`config.mk`:
```
export PLATFORM = sky130hd
export DESIGN_NAME = mem_access
export DESIGN_NICKNAME = d
export VERILOG_FILES = /design/src/rtl/mem_access.sv
export SDC_FILE = /design/constraint.sdc
export NUM_CORES = 1
export LEC_CHECK = 0
export ABC_AREA = 1
export CAP_MARGIN = 20
export CELL_PAD_IN_SITES_DETAIL_PLACEMENT = 0
export CELL_PAD_IN_SITES_GLOBAL_PLACEMENT = 1
export CORE_AREA = 5 5 173 175
export CTS_BUF_LIST = sky130_fd_sc_hd__clkbuf_4
export DETAILED_ROUTE_END_ITERATION = 12
export DIE_AREA = 0 0 178 180
export PLACE_DENSITY_LB_ADDON = 0.3
export SLEW_MARGIN = 20
export SYNTH_ARGS = -nofsm -noshare
export SYNTH_HDL_FRONTEND = slang
export SYNTH_SLANG_ARGS = --single-unit
```
`constraint.sdc`:
```
create_clock -name clk -period 5.9 [get_ports clk]
set_input_delay 1.18 -clock clk [delete_from_list [all_inputs] [get_ports clk]]
set_output_delay 1.18 -clock clk [all_outputs]
set_load 0.01 [all_outputs]
```
`src/rtl/mem_access.sv`:
```
// Pipeline MEM stage: data-memory load/store over a req/ack handshake, branch resolution, MEM/WB register.
// Optional misaligned-access trap is enabled by defining MEM_MISALIGN_TRAP_EN.
module mem_access #(
    parameter int unsigned TIMEOUT_CYCLES = 255,
    parameter logic [31:0] RESET_PC       = 32'h0000_0000
) (
    input  logic        clk,
    input  logic        rst,
    input  logic [31:0] ALU_co_pype,
    input  logic [31:0] read_data2_pype2,
    input  logic [31:0] PCBranch_pype2,
    input  logic [31:0] PCp4_pype2,
    input  logic [4:0]  WReg_pype2,
    input  logic        RegWrite_pype2,
    input  logic [1:0]  MemtoReg_pype2,
    input  logic [1:0]  MemRW_pype2,
    input  logic [2:0]  MemBranch_pype2,
    input  logic [31:0] Instraction_pype2,
    output logic        dmem_req,
    output logic        dmem_we,
    output logic [31:0] dmem_addr,
    output logic [31:0] dmem_wdata,
    output logic [3:0]  dmem_be,
    input  logic        dmem_ack,
    input  logic [31:0] dmem_rdata,
    output logic        mem_stall,
    output logic        mem_fault,
    output logic        branch_PC_contral,
    output logic [31:0] branch_PC,
    output logic [31:0] ReadData_pype3,
    output logic [31:0] ALU_co_pype3,
    output logic [31:0] PCp4_pype3,
    output logic [4:0]  WReg_pype3,
    output logic        RegWrite_pype3,
    output logic [1:0]  MemtoReg_pype3,
    output logic [31:0] Instraction_pype3
);

    localparam logic [15:0] TimeoutCnt = 16'(TIMEOUT_CYCLES);

    typedef enum logic {
        S_IDLE,
        S_WAIT
    } state_t;

    state_t      state_q, state_d;
    logic [15:0] cnt_q, cnt_d;

    logic [31:0] readData_q, aluCo_q, pcp4_q, instr_q;
    logic [4:0]  wReg_q;
    logic        regWrite_q;
    logic [1:0]  memtoReg_q;

    logic [1:0]  lane;
    logic [1:0]  accSize;
    logic        isLoad;
    logic        isStore;
    logic        memAccess;
    logic        misaligned;
    logic        accessEff;
    logic        timeout;
    logic        completing;
    logic [31:0] shifted;
    logic [31:0] loadData;
    logic        branchCond;

    assign lane      = ALU_co_pype[1:0];
    assign accSize   = Instraction_pype2[13:12];
    assign isLoad    = (MemRW_pype2 == 2'b01);
    assign isStore   = (MemRW_pype2 == 2'b10);
    assign memAccess = isLoad | isStore;

`ifdef MEM_MISALIGN_TRAP_EN
    assign misaligned = memAccess &
                        (((accSize == 2'b01) & lane[0]) | (accSize[1] & (lane != 2'b00)));
`else
    assign misaligned = 1'b0;
`endif

    // A trapped misaligned access never reaches memory and never stalls.
    assign accessEff  = memAccess & ~misaligned;
    assign timeout    = accessEff & (state_q == S_WAIT) & ~dmem_ack & (cnt_q == TimeoutCnt);
    assign completing = accessEff & (dmem_ack | timeout);
    assign mem_stall  = accessEff & ~completing;
    assign mem_fault  = timeout | misaligned;

    assign dmem_req  = accessEff;
    assign dmem_we   = accessEff & isStore;
    assign dmem_addr = {ALU_co_pype[31:2], 2'b00};

    always_comb begin
        dmem_be    = 4'b1111;
        dmem_wdata = read_data2_pype2;
        case (accSize)
            2'b00: begin
                dmem_be    = 4'b0001 << lane;
                dmem_wdata = {4{read_data2_pype2[7:0]}};
            end
            2'b01: begin
                dmem_be    = 4'b0011 << lane;
                dmem_wdata = {2{read_data2_pype2[15:0]}};
            end
            default: begin
                dmem_be    = 4'b1111;
                dmem_wdata = read_data2_pype2;
            end
        endcase
    end

    // Bit 14 of the instruction selects zero-extension; word loads take the raw word.
    always_comb begin
        shifted  = dmem_rdata >> {lane, 3'b000};
        loadData = dmem_rdata;
        case (accSize)
            2'b00:   loadData = {{24{~Instraction_pype2[14] & shifted[7]}}, shifted[7:0]};
            2'b01:   loadData = {{16{~Instraction_pype2[14] & shifted[15]}}, shifted[15:0]};
            default: loadData = dmem_rdata;
        endcase
    end

    always_comb begin
        branchCond = 1'b0;
        case (MemBranch_pype2)
            3'b001:  branchCond = (ALU_co_pype == 32'd0);
            3'b010:  branchCond = (ALU_co_pype != 32'd0);
            3'b011:  branchCond = (ALU_co_pype == 32'd1);
            3'b101:  branchCond = (ALU_co_pype == 32'd0);
            3'b100:  branchCond = 1'b1;
            default: branchCond = 1'b0;
        endcase
    end

    assign branch_PC_contral = branchCond & ~mem_stall;
    assign branch_PC         = branch_PC_contral ? PCBranch_pype2 : RESET_PC;

    always_comb begin
        state_d = state_q;
        cnt_d   = cnt_q;
        case (state_q)
            S_IDLE: begin
                if (accessEff && !dmem_ack) begin
                    state_d = S_WAIT;
                    cnt_d   = 16'd1;
                end
            end
            S_WAIT: begin
                if (!accessEff || completing) begin
                    state_d = S_IDLE;
                    cnt_d   = 16'd0;
                end else begin
                    cnt_d = cnt_q + 16'd1;
                end
            end
            default: begin
                state_d = S_IDLE;
                cnt_d   = 16'd0;
            end
        endcase
    end

    // While stalled the MEM/WB register takes a bubble so WB never sees a half-done access.
    always_ff @(posedge clk) begin
        if (!rst) begin
            state_q    <= S_IDLE;
            cnt_q      <= 16'd0;
            readData_q <= 32'd0;
            aluCo_q    <= 32'd0;
            pcp4_q     <= 32'd0;
            instr_q    <= 32'd0;
            wReg_q     <= 5'd0;
            regWrite_q <= 1'b0;
            memtoReg_q <= 2'b00;
        end else begin
            state_q <= state_d;
            cnt_q   <= cnt_d;
            if (mem_stall) begin
                readData_q <= 32'd0;
                aluCo_q    <= 32'd0;
                pcp4_q     <= 32'd0;
                instr_q    <= 32'd0;
                wReg_q     <= 5'd0;
                regWrite_q <= 1'b0;
                memtoReg_q <= 2'b00;
            end else begin
                readData_q <= (isLoad && accessEff && !timeout) ? loadData : 32'd0;
                aluCo_q    <= ALU_co_pype;
                pcp4_q     <= PCp4_pype2;
                instr_q    <= Instraction_pype2;
                wReg_q     <= WReg_pype2;
                regWrite_q <= RegWrite_pype2 & ~misaligned;
                memtoReg_q <= MemtoReg_pype2;
            end
        end
    end

    assign ReadData_pype3    = readData_q;
    assign ALU_co_pype3      = aluCo_q;
    assign PCp4_pype3        = pcp4_q;
    assign Instraction_pype3 = instr_q;
    assign WReg_pype3        = wReg_q;
    assign RegWrite_pype3    = regWrite_q;
    assign MemtoReg_pype3    = memtoReg_q;

endmodule

```
Word level (Yosys, flattened, before mapping) --
Cells that the tools add are included.
Storage, ports and cells: register bits 153, bits in latches 0, memory bits (writable) 0, ROM bits 0, input bits 208, logic and storage cells 66, memories 0
Cells by class: add/subtract/negate cells 1, multiply operators 0, div/mod/pow operators 0, $lt $le $gt $ge 0, eq/ne operators 11, shift-type cells 3, muxes and demuxes 11, bitwise operators 18, reduce and logical (&&, ||, !) cells 13
Operator list (number):
- $pmux W32 S2 | 2
- $eq A32 B1 Y1 const B | 1
- $logic_not A32 Y1 | 1
- $mux W16 | 2
- $mux W32 | 1
- $pmux W16 S2 | 1
- $reduce_bool A32 Y1 | 1
- $shr A32 B5 Y16 | 1
- $add A16 B1 Y16 const B | 1
- $eq A16 B8 Y1 const B | 1
- $and A1 B1 Y1 | 9
- $pmux W4 S2 | 1
- $not A1 Y1 | 7
- $eq A3 B2 Y1 const B | 2
- $eq A3 B3 Y1 const B | 2
- $eq A2 B1 Y1 const B | 2
- $pmux W1 S4 | 1
- $reduce_or A2 Y1 | 2
- $shl A1 B2 Y4 const A | 1
- $shl A2 B2 Y4 const A | 1
- $eq A3 B1 Y1 const B | 1
- $logic_and A1 B1 Y1 | 3
- $logic_not A1 Y1 | 3
- $reduce_or A3 Y1 | 1
- 7 further kinds | 9

Longest topological paths before layout --
Gate-level depths: netlist of run 1.
depth in word-level cells 12, mapped depth 13

Worst setup path after synthesis of run 1 --
No wires, ideal clock.
path kind input-to-output, from input port MemRW_pype2[0], to output port branch_PC[23], arrival 2.695 ns, setup slack 2.025 ns, stages 10, path buffers 1, path through inv_1 > ha_1 > nor2_1 > nand3_1 > nor2_1 > nand3_2 > inv_2 > nor2_4 > buf_1 > nor3_1
On the way: word-level cells in the longest chain between the ends 12
RTL lines:
- start, declared | RTL line 16 | input logic [1:0] MemRW_pype2,
- $eq A2 B1 Y1 or $eq A2 B2 Y1 (tied branches) | RTL line 69, 70
- $or A1 B1 Y1 (*) | RTL line 71 | assign memAccess = isLoad | isStore;
- $and A1 B1 Y1 (*) (3 in series) | RTL line 82 | assign timeout = accessEff & (state_q == S_WAIT) & ~dmem_ack & (cnt_q == TimeoutCnt);
- named net mem_fault | RTL line 27 | output logic mem_fault,
- $or A1 B1 Y1 (*) | RTL line 83 | assign completing = accessEff & (dmem_ack | timeout);
- $and A1 B1 Y1 (*) | RTL line 83
- $not A1 Y1 (*) | RTL line 84 | assign mem_stall = accessEff & ~completing;
- $and A1 B1 Y1 (*) | RTL line 84
- named net mem_stall | RTL line 26 | output logic mem_stall,
- $not A1 Y1 (*) | RTL line 133 | assign branch_PC_contral = branchCond & ~mem_stall;
- $and A1 B1 Y1 (*) | RTL line 133
- $mux W32 (*) | RTL line 134 | assign branch_PC = branch_PC_contral ? PCBranch_pype2 : RESET_PC;
- end, declared | RTL line 29 | output logic [31:0] branch_PC,
Mark *: on every way through the listed nets, which the timed path passes. The rest lies on a longest branch.

Worst setup path after layout of run 1 --
from input port MemRW_pype2[0], to output port branch_PC[11]
On the way: word-level cells in the longest chain between the ends 12
RTL lines (RTL line):
- $eq A2 B1 Y1 or $eq A2 B2 Y1 (tied branches) | 69, 70
- $or A1 B1 Y1 (*) | 71
- $and A1 B1 Y1 (3 in series) | 82
- $or A1 B1 Y1 | 83
- $and A1 B1 Y1 | 83
- $not A1 Y1 | 84
- $and A1 B1 Y1 (*) | 84
- $not A1 Y1 (*) | 133
- $and A1 B1 Y1 (*) | 133
- $mux W32 (*) | 134
Every way passes the cells marked *; elsewhere a longest branch is shown, timed or not.

==> results of run 1 <==
[cell type report]
class	instances	area (µm²)
antenna	1	2.50
clock buffer	18	135
clock inverter	14	171
fill	2941	16500
inverter	189	709
multi-input combinational	489	2710
sequential	153	3060
tap	384	480
timing repair buffer	456	4560
[stage by stage]
| step | setup slack, ps | utilization | power [W] | hold WS [ps] |
|---|---|---|---|---|
| after detailed placement | 872 | 0.407 | 0.00173 | 464 |
| final | 901 | 0.418 | 0.00242 | 490 |
| after global placement | 544 | 0.407 | 0.00173 | 454 |
| after CTS | 876 | 0.418 | 0.00246 | 484 |
| after floorplan | 2020 | - | 0.00137 | 445 |
| after global routing | 593 | 0.418 | 0.00255 | 520 |
[placed cells by master (no fill, tap or decap), drive strengths merged, types with 8 or more instances in the layout]
cell / netlist / layout
a21oi: 24 / 24
a31oi: 24 / 24
buf: 54 / 10
clkbuf: 25 / 18
clkdlybuf4s50: 0 / 446
dfxtp: 153 / 153
inv: 188 / 197
nand2: 150 / 150
nand3: 24 / 24
nor2: 158 / 158
nor3: 40 / 40
o211ai: 8 / 8
o21ai: 29 / 29
[state kept, by name (all words and copies together), names as in the netlist]
name and flops:
ALU_co_pype3 32, Instraction_pype3 32, MemtoReg_pype3 2, PCp4_pype3 32, ReadData_pype3 32, RegWrite_pype3 1, WReg_pype3 5, cnt_q 16
state_q 1
[report_power, final]
| group | switching [W] | internal (W) | leakage, nW | total [W] |
|---|---|---|---|---|
| sequential | 0.0000132 | 0.00108 | 1.26 | 0.00110 |
| combinational | 0.000273 | 0.000327 | 3.56 | 0.000600 |
| clock | 0.000447 | 0.000275 | 0.165 | 0.000721 |
[metal layers]
layer	vias to the layer above	track usage	routed length, µm
li1	3519	-	-
met1	3005	0.177	10300
met2	240	0.311	14500
met3	15	0.0634	2330
met4	2	0.0294	225
met5	-	0	13
[logic make-up after synthesis]
family / share of synthesized area
compound gates: 0.0861
xor+xnor: 0.00998
fa+ha+maj: 0.00535
buf+inv: 0.182
flops: 0.436
other cells: 0.000534
simple gates: 0.280
[critical path, stage by stage]
cell             delay [ps]
clkdlybuf4s50_1         480
inv_1                    50
ha_1                    290
nor2_1                  240
nand3_1                 110
nor2_1                  130
nand3_2                 120
inv_2                   110
nor2_4                  100
buf_4                   220
nor3_1                  200
clkdlybuf4s50_1         570
[worst max-delay path by stage]
stage,depth (start not counted),slack (ps),from,to
6_report,12,900,MemRW_pype2[0],branch_PC[11]
4_1_cts,10,880,ALU_co_pype[0],branch_PC[8]
5_1_grt,12,590,MemRW_pype2[0],branch_PC[11]
3_5_place_dp,10,870,ALU_co_pype[0],branch_PC[8]
2_1_floorplan,10,2020,MemRW_pype2[0],branch_PC[23]
3_3_place_gp,10,540,ALU_co_pype[20],branch_PC[1]
==> results by group, run 1 <==
Worst setup path
  – CP max FO: 21
  – Critical Path AT: ~3800 ps
  – Crit Reg-Reg Endpoint: ALU_co_pype3[9]
  – WS Path Type: input port to output pin
  – FF-to-FF setup slack: 3180 ps
  – FF-to-FF path depth: 10
  – CP required: about 4700 ps
  – CP Launch Type: input port
  – R2r startpoint: cnt_q[0]
  – Worst setup EP type: output pin

Cells and area
  – Post-Layout Inst Area: about 12,000 µm²
  – Share of cells above drive strength 1: 0.0826
  – Area Overhead vs Synth: 68.5%
  – Post-Layout Cell Count: between 1,500 and 2,000
  – Fin nets: approximately 1,500

STA
  – Max Clk Rate: around 200 MHz
  – Slew @ Worst Pin: 1070 ps
  – Count of final hold-check violations: 0
  – Setup-failing EPs final: 0
  – Fin Setup TNS: 0 ps
  – Min Tclk post-route: approximately 5000 ps
  – Final Max Tran Viols: 0
  – Rel. slew slack: 0.282
  – RSZ-0062 raised after global routing: false
  – Period utilization: 0.847
  – Skew final: 38.3 ps

Route
  – Routed WL per cell: approximately 16 µm
  – Via count: between 6,000 and 7,000
  – First drt pass iteration count: 4
  – DRC viols: 0
  – Routed Antenna Nets: 0
  – Final wirelength: 27.4 mm
  – Iter 0 DRT Violations: approximately 250
  – Vias per Instance: between 3 and 4

Synth
  – Yosys top cell area share: 0.436
  – Post-synth EDFFs: 0
  – Post-synthesis cell area: roughly 7000 µm²
  – Netlist cell types: 33
  – Main synth FF type: dfxtp_1
  – Yosys warnings: 0
  – Post-Syn Area per Cell: about 7.7 µm²
  – Largest area contributor in the netlist: dfxtp_1
  – Synth top cells by count: 186 x inv_1, 153 x dfxtp_1, 149 x nand2_1
  – Register area share after synthesis: 0.436
  – Seq cells post-synth: 153
  – Most common cell in the netlist: inv_1
  – Largest cells by area after synthesis: dfxtp_1 44%, inv_1 9.9%, nor2_4 9.8%, nand2_1 8.0%, nor2_1 5.1%
  – Async set-reset flop share out of synthesis: 0
  – Synth Instances: 909

Global route
  – Antenna violations before repair: 2
  – GRT Overall Usage: 0.166
  – Total global routing overflow: 0
  – Global-route wire length before repair: ~41 mm
  – Vias in the first global route: between 6,000 and 7,000
  – Largest net degree at the start of global routing: between 50 and 60

Clock tree
  – Post-cts gate resize count: 0
  – Clock Latency Late Sink: about 560 ps
  – Clk pin slew, worst setup/hold paths: 150 ps
  – TritonCTS buffer count: 17
  – H-Tree Depth: 4
  – Clk buf depth: 2
  – Hold_buf cts: 0
  – # clock sinks: about 150
  – CTS tree: yes
  – Buffer count from post-CTS setup fixing: 0
  – CTS Root Cell: clkbuf_4

Worst hold path
  – Hold_sp: cnt_q[14]
  – Worst Hold Class: flop to flop
  – Hold path cells: 2
  – Hold endpoint: cnt_q[14]

Placed design
  – Final HPWL DP: about 22 mm
  – Placer Congestion: between 0.8 and 0.9
  – Cell area after placement: 11,500 µm²
  – Inst Count DP: 1,671
  – PortBufs: about 450

Die
  – Core area: approximately 28,000 µm²
  – Die Wd: 178 µm
  – Row count: 62
  – Total Die Area: roughly 32,000 µm²
  – Initial Util: 0.248
  – Die Ht: around 180 µm
  – I/O Pins: around 450

Power and ir drop
  – Power Density: approximately 200 nW/µm²
  – LEAKAGE: 4.99 nW
  – Peak VDD IR: 0.108 mV

Status
  – Status: completed

Job
  – Max cap viols: 0
(Power assumes the default switching activity.)
==> run 2: changes to the inputs <==
--- a/config.mk
+++ b/config.mk
@@ -9,10 +9,10 @@
 export CAP_MARGIN = 20
 export CELL_PAD_IN_SITES_DETAIL_PLACEMENT = 0
 export CELL_PAD_IN_SITES_GLOBAL_PLACEMENT = 1
-export CORE_AREA = 5 5 173 175
+export CORE_MARGIN = 5
+export CORE_UTILIZATION = 25
 export CTS_BUF_LIST = sky130_fd_sc_hd__clkbuf_4
 export DETAILED_ROUTE_END_ITERATION = 12
-export DIE_AREA = 0 0 178 180
 export PLACE_DENSITY_LB_ADDON = 0.3
 export SLEW_MARGIN = 20
 export SYNTH_ARGS = -nofsm -noshare
==> constraint.sdc (replaced) <==
create_clock -name clk -period 5 [get_ports clk]
set_input_delay 1 -clock clk [delete_from_list [all_inputs] [get_ports clk]]
set_output_delay 1 -clock clk [all_outputs]
set_load 0.01 [all_outputs]
==> run 2 against run 1 <==
Against the previous run:
- die area is 1.5% lower
- wire length is 1.7% lower
- flip-flop and latch count stayed put
- clock skew up 1.1 ps
- register-to-register slack got worse by 730 ps
- utilization rose by 0.71 points
- combinational power rose by 18%
- hold slack got worse by 10 ps
- sequential power grew 17%
- critical path depth did not move
- critical endpoint is now branch_PC[8]
==> results by group, run 2 (synthesis results as in run 1) <==
STA
  – RSZ-0062 raised after global routing: false
  – Skew final: 39.4 ps
  – Min Tclk post-route: roughly 4500 ps
  – Period utilization: 0.898
  – Rel. slew slack: 0.312
  – Final Max Tran Viols: 0
  – Max Clk Rate: approximately 220 MHz
  – Setup-failing EPs final: 0
  – Fin Setup TNS: 0 ps
  – Slew @ Worst Pin: between 1000 and 1500 ps
  – Count of final hold-check violations: 0

Placed design
  – PortBufs: between 400 and 500
  – Final HPWL DP: ~22 mm
  – Inst Count DP: approximately 1,700
  – Placer Congestion: a little over 0.8

Route
  – Routed WL per cell: about 16 µm
  – Via count: a little under 7,000
  – Final wirelength: 26.9 mm
  – Vias per Instance: between 4 and 5
  – Iter 0 DRT Violations: 273
  – Routed Antenna Nets: 0
  – First drt pass iteration count: 6
  – DRC viols: 0

Cells and area
  – Area Overhead vs Synth: 68.1%
  – Register Area: 3060 µm²
  – Multi-input gate area in the final layout: approximately 2700 µm²
  – Commonest non-fill, non-tap cell in the layout: clkdlybuf4s50_1
  – Fin nets: between 1,500 and 2,000
  – Commonest non-fill, non-tap cells in the layout: 446 x clkdlybuf4s50_1, 186 x inv_1, 153 x dfxtp_1
  – Filler instances: ~2,900
  – Share of cells above drive strength 1: 0.0854
  – Post-Layout Cell Count: around 1,700

Power and ir drop
  – LEAKAGE: slightly below 5 nW
  – Peak VDD IR: 0.113 mV
  – Power Density: between 200 and 250 nW/µm²

Die
  – Row count: 61
  – Initial Util: 0.253
  – I/O Pins: 449
  – Total Die Area: between 30,000 and 40,000 µm²
  – Core area: around 28,000 µm²
  – Die Ht: approximately 180 µm
  – Die Wd: 178 µm

Clock tree
  – # clock sinks: 153
  – H-Tree Depth: 4
  – Hold_buf cts: 0
  – Buffer count from post-CTS setup fixing: 0
  – Clock Latency Late Sink: roughly 570 ps
  – Clk buf depth: 2
  – CTS tree: yes
  – Post-cts gate resize count: 0
  – Clk pin slew, worst setup/hold paths: 130 ps
  – CTS Root Cell: clkbuf_4
  – TritonCTS buffer count: 17

Worst setup path
  – Critical Path AT: 3490 ps
  – CP max FO: 37
  – Worst setup EP type: output pin
  – CP Launch Type: input port
  – WS Path Type: input port to output pin
  – CP required: about 4000 ps

Global route
  – Vias in the first global route: 6,879
  – Global-route wire length before repair: 39.5 mm
  – Antenna violations before repair: 1
  – GRT Overall Usage: 0.163
  – Total global routing overflow: 0
  – Largest net degree at the start of global routing: 42

Status
  – Status: completed

Job
  – Max cap viols: 0

Worst hold path
  – Worst Hold Class: flop to flop
[run 2: final timing paths]
check,cells past startpoint,end,from,slack (ps)
max,12,branch_PC[8],MemRW_pype2[0],510
max reg2reg,11,ALU_co_pype3[8],cnt_q[0],2450
min reg2reg,2,cnt_q[14],cnt_q[14],480
min,2,cnt_q[14],cnt_q[14],480
[run 2: layout make-up]
| class | count | share of cell area |
|---|---|---|
| sequential | 153 | 0.259 |
| tap | 378 | 0.0401 |
| timing repair buffer | 460 | 0.389 |
| antenna | 1 | 0.000212 |
| multi-input combinational | 489 | 0.229 |
| clock buffer | 18 | 0.0114 |
| inverter | 189 | 0.0601 |
| clock inverter | 14 | 0.0108 |
[run 2: worst max-delay path, cell delays in order]
cell and delay, ps:
clkdlybuf4s50_1 500, inv_1 50, ha_1 290, nor2_1 200, nand3_1 100, nor2_1 120
nand3_2 110, inv_2 100, nor2_4 40, buf_12 160, nor3_1 220, clkdlybuf4s50_1 570
[run 2: stage by stage]
stage / area (µm²) / hold slack (ps) / setup slack, ps / total power [W] / util
final: 11800 / 480 / 510 / 0.00276 / 0.425
after global routing: 11800 / 506 / 326 / 0.00291 / 0.425
after global placement: 11500 / 457 / 575 / 0.00203 / 0.415
after detailed placement: 11500 / 462 / 525 / 0.00204 / 0.415
after CTS: 11800 / 481 / 505 / 0.00282 / 0.425
after floorplan: 7030 / 445 / 1480 / 0.00162 / -
[run 2: where the power goes]
group | switching (W) | internal (W)
Clock | 0.000531 | 0.000224
Sequential | 0.0000155 | 0.00128
Combinational | 0.000322 | 0.000388
[run 2: routing by layer]
layer / GRT usage / up-vias / wire length (µm)
met5: 0 / - / 0
met1: 0.176 / 3107 / 9900
met4: 0.0445 / 0 / 500
li1: - / 3530 / -
met3: 0.0677 / 23 / 2570
met2: 0.293 / 304 / 13900
==> run 3: changes to the inputs <==
--- a/config.mk
+++ b/config.mk
@@ -6,7 +6,7 @@
 export NUM_CORES = 1
 export LEC_CHECK = 0
 export ABC_AREA = 1
-export CAP_MARGIN = 20
+export CAP_MARGIN = 40
 export CELL_PAD_IN_SITES_DETAIL_PLACEMENT = 0
 export CELL_PAD_IN_SITES_GLOBAL_PLACEMENT = 1
 export CORE_MARGIN = 5
==> run 3 against run 2 <==
Against the previous run:
- wire length down 0.29%
- combinational power barely moved
- die area unchanged
- hold slack lost 1.2 ps
- cell area is 0.13% higher
- non-clock buffer count grew 1
- cell count barely moved
- register-to-register slack is essentially flat
- sequential share of layout area hardly changed
- flip-flop and latch count unchanged
- via count is 0.60% lower
- critical endpoint unchanged
- largest cell class unchanged
- largest power group unchanged
==> results by group, run 3 (synthesis results as in run 1) <==
Global route
  – Vias in the first global route: a little under 7,000
  – Largest net degree at the start of global routing: 42
  – Global-route wire length before repair: 39.2 mm
  – Total global routing overflow: 0
  – GRT Overall Usage: 0.162
  – Antenna violations before repair: 1

Cells and area
  – Fin nets: between 1,500 and 2,000
  – Area Overhead vs Synth: 68.3%
  – Commonest non-fill, non-tap cell in the layout: clkdlybuf4s50_1
  – Commonest non-fill, non-tap cells in the layout: 446 x clkdlybuf4s50_1, 186 x inv_1, 153 x dfxtp_1
  – Share of cells above drive strength 1: 0.0861

Worst setup path
  – CP Launch Type: input port
  – Worst setup EP type: output pin
  – WS Path Type: input port to output pin
  – Critical-path cell list: clkdlybuf4s50_1 > inv_1 > ha_1 > nor2_1 > nand3_1 > nor2_1 > nand3_2 > inv_2 > nor2_4 > buf_12 > nor3_1 > clkdlybuf4s50_1
  – Max incr delay on CP: around 580 ps
  – CP required: roughly 4000 ps
  – Crit-path slowest cell: clkdlybuf4s50_1
  – Critical Path AT: between 3000 and 4000 ps
  – CP max FO: 37

STA
  – Slew @ Worst Pin: ~670 ps
  – Setup-failing EPs final: 0
  – RSZ-0062 raised after global routing: false
  – Rel. slew slack: 0.554
  – Fin Setup TNS: 0 ps
  – Max Clk Rate: about 220 MHz
  – Count of final hold-check violations: 0
  – Min Tclk post-route: between 4000 and 5000 ps
  – Skew final: 29.0 ps
  – Final Max Tran Viols: 0
  – Period utilization: 0.903

Route
  – Routed Antenna Nets: 0
  – Met2 wire len: ~14 mm
  – DRC viols: 0
  – Iter 0 DRT Violations: roughly 250
  – Vias per Instance: 4.06
  – Met1 WL: 10.2 mm
  – Routed WL per cell: roughly 16 µm
  – WL met3: between 2 and 2.5 mm
  – Final wirelength: ~27 mm
  – Via count: a little under 7,000
  – First drt pass iteration count: 4
  – Max Used Layer: met4

Placed design
  – Final HPWL DP: 21.8 mm
  – PortBufs: between 400 and 500
  – Placer Congestion: 0.820

Power and ir drop
  – Power Internal: around 0.0019 W
  – LEAKAGE: 4.98 nW
  – Power Density: between 200 and 250 nW/µm²
  – Power, Total: between 0.002 and 0.003 W
  – Clk network pwr share: 0.274
  – Peak VDD IR: approximately 0.12 mV
  – Sw power: 0.000869 W
  – Combinational Power Share: 0.257
  – Seq pwr share: 0.468
  – Switching share of power: 0.315

Die
  – Initial Util: 0.253
  – Die Wd: about 180 µm
  – Total Die Area: roughly 32,000 µm²
  – Core area: approximately 28,000 µm²
  – Row count: 61
  – I/O Pins: about 450
  – Die Ht: ~180 µm

Clock tree
  – Clk pin slew, worst setup/hold paths: between 100 and 150 ps
  – TritonCTS buffer count: 17
  – Buffer count from post-CTS setup fixing: 0
  – CTS tree: yes
  – Post-cts gate resize count: 0
  – Clk buf depth: 2
  – CTS Root Cell: clkbuf_4
  – # clock sinks: roughly 150
  – Clock Latency Late Sink: approximately 560 ps
  – H-Tree Depth: 4
  – Hold_buf cts: 0

Status
  – Status: completed

Job
  – Max cap viols: 0

Worst hold path
  – Worst Hold Class: flop to flop
[run 3: through the flow]
stage          utilization  worst slack (ps)  std cells  hold WS (ps)  cell area [µm²]
2_1_floorplan            -              1480        910           445             7030
3_3_place_gp         0.415               575       1669           457            11500
3_5_place_dp         0.416               503       1670           460            11600
4_1_cts              0.425               488       1702           480            11800
5_1_grt              0.426               320       1703           522            11800
6_report             0.426               485       1703           479            11800
[run 3: critical path: cells and delay by family]
| family | cells | cell delay [ps] |
|---|---|---|
| buf+inv | 5 | 1380 |
| simple gates | 6 | 810 |
| fa+ha+maj | 1 | 300 |
[run 3: final timing paths]
path                            slack, ps  cells past startpoint         endpoint      startpoint
worst min register to register        480                      2        cnt_q[14]       cnt_q[14]
worst max register to register       2440                     11  ALU_co_pype3[9]        cnt_q[0]
worst min-delay path                  480                      2        cnt_q[14]       cnt_q[14]
worst max-delay path                  480                     12     branch_PC[8]  MemRW_pype2[0]
[run 3: power by group through the flow]
stage / registers (W) / clock network (W) / logic, W
6_report: 0.00129 / 0.000757 / 0.000709
3_5_place_dp: 0.00132 / 0 / 0.000719
3_3_place_gp: 0.00132 / 0 / 0.000717
5_1_grt: 0.00130 / 0.000851 / 0.000764
2_1_floorplan: 0.00135 / 0 / 0.000269
4_1_cts: 0.00129 / 0.000798 / 0.000722
[run 3: area by class of cell]
class / count / area (µm²)
diodes: 1 / 2.50
clock buffers: 18 / 135
clock inverters: 14 / 128
fillers: 2908 / 16000
inverters: 189 / 709
multi-input cells: 489 / 2700
flip-flops and latches: 153 / 3060
well taps: 378 / 473
repair buffers: 461 / 4610
[run 3: metal layers]
layer	vias up	track usage
met5	-	0
met4	0	0.0390
met3	17	0.0571
met2	279	0.298
met1	3105	0.178
li1	3521	-
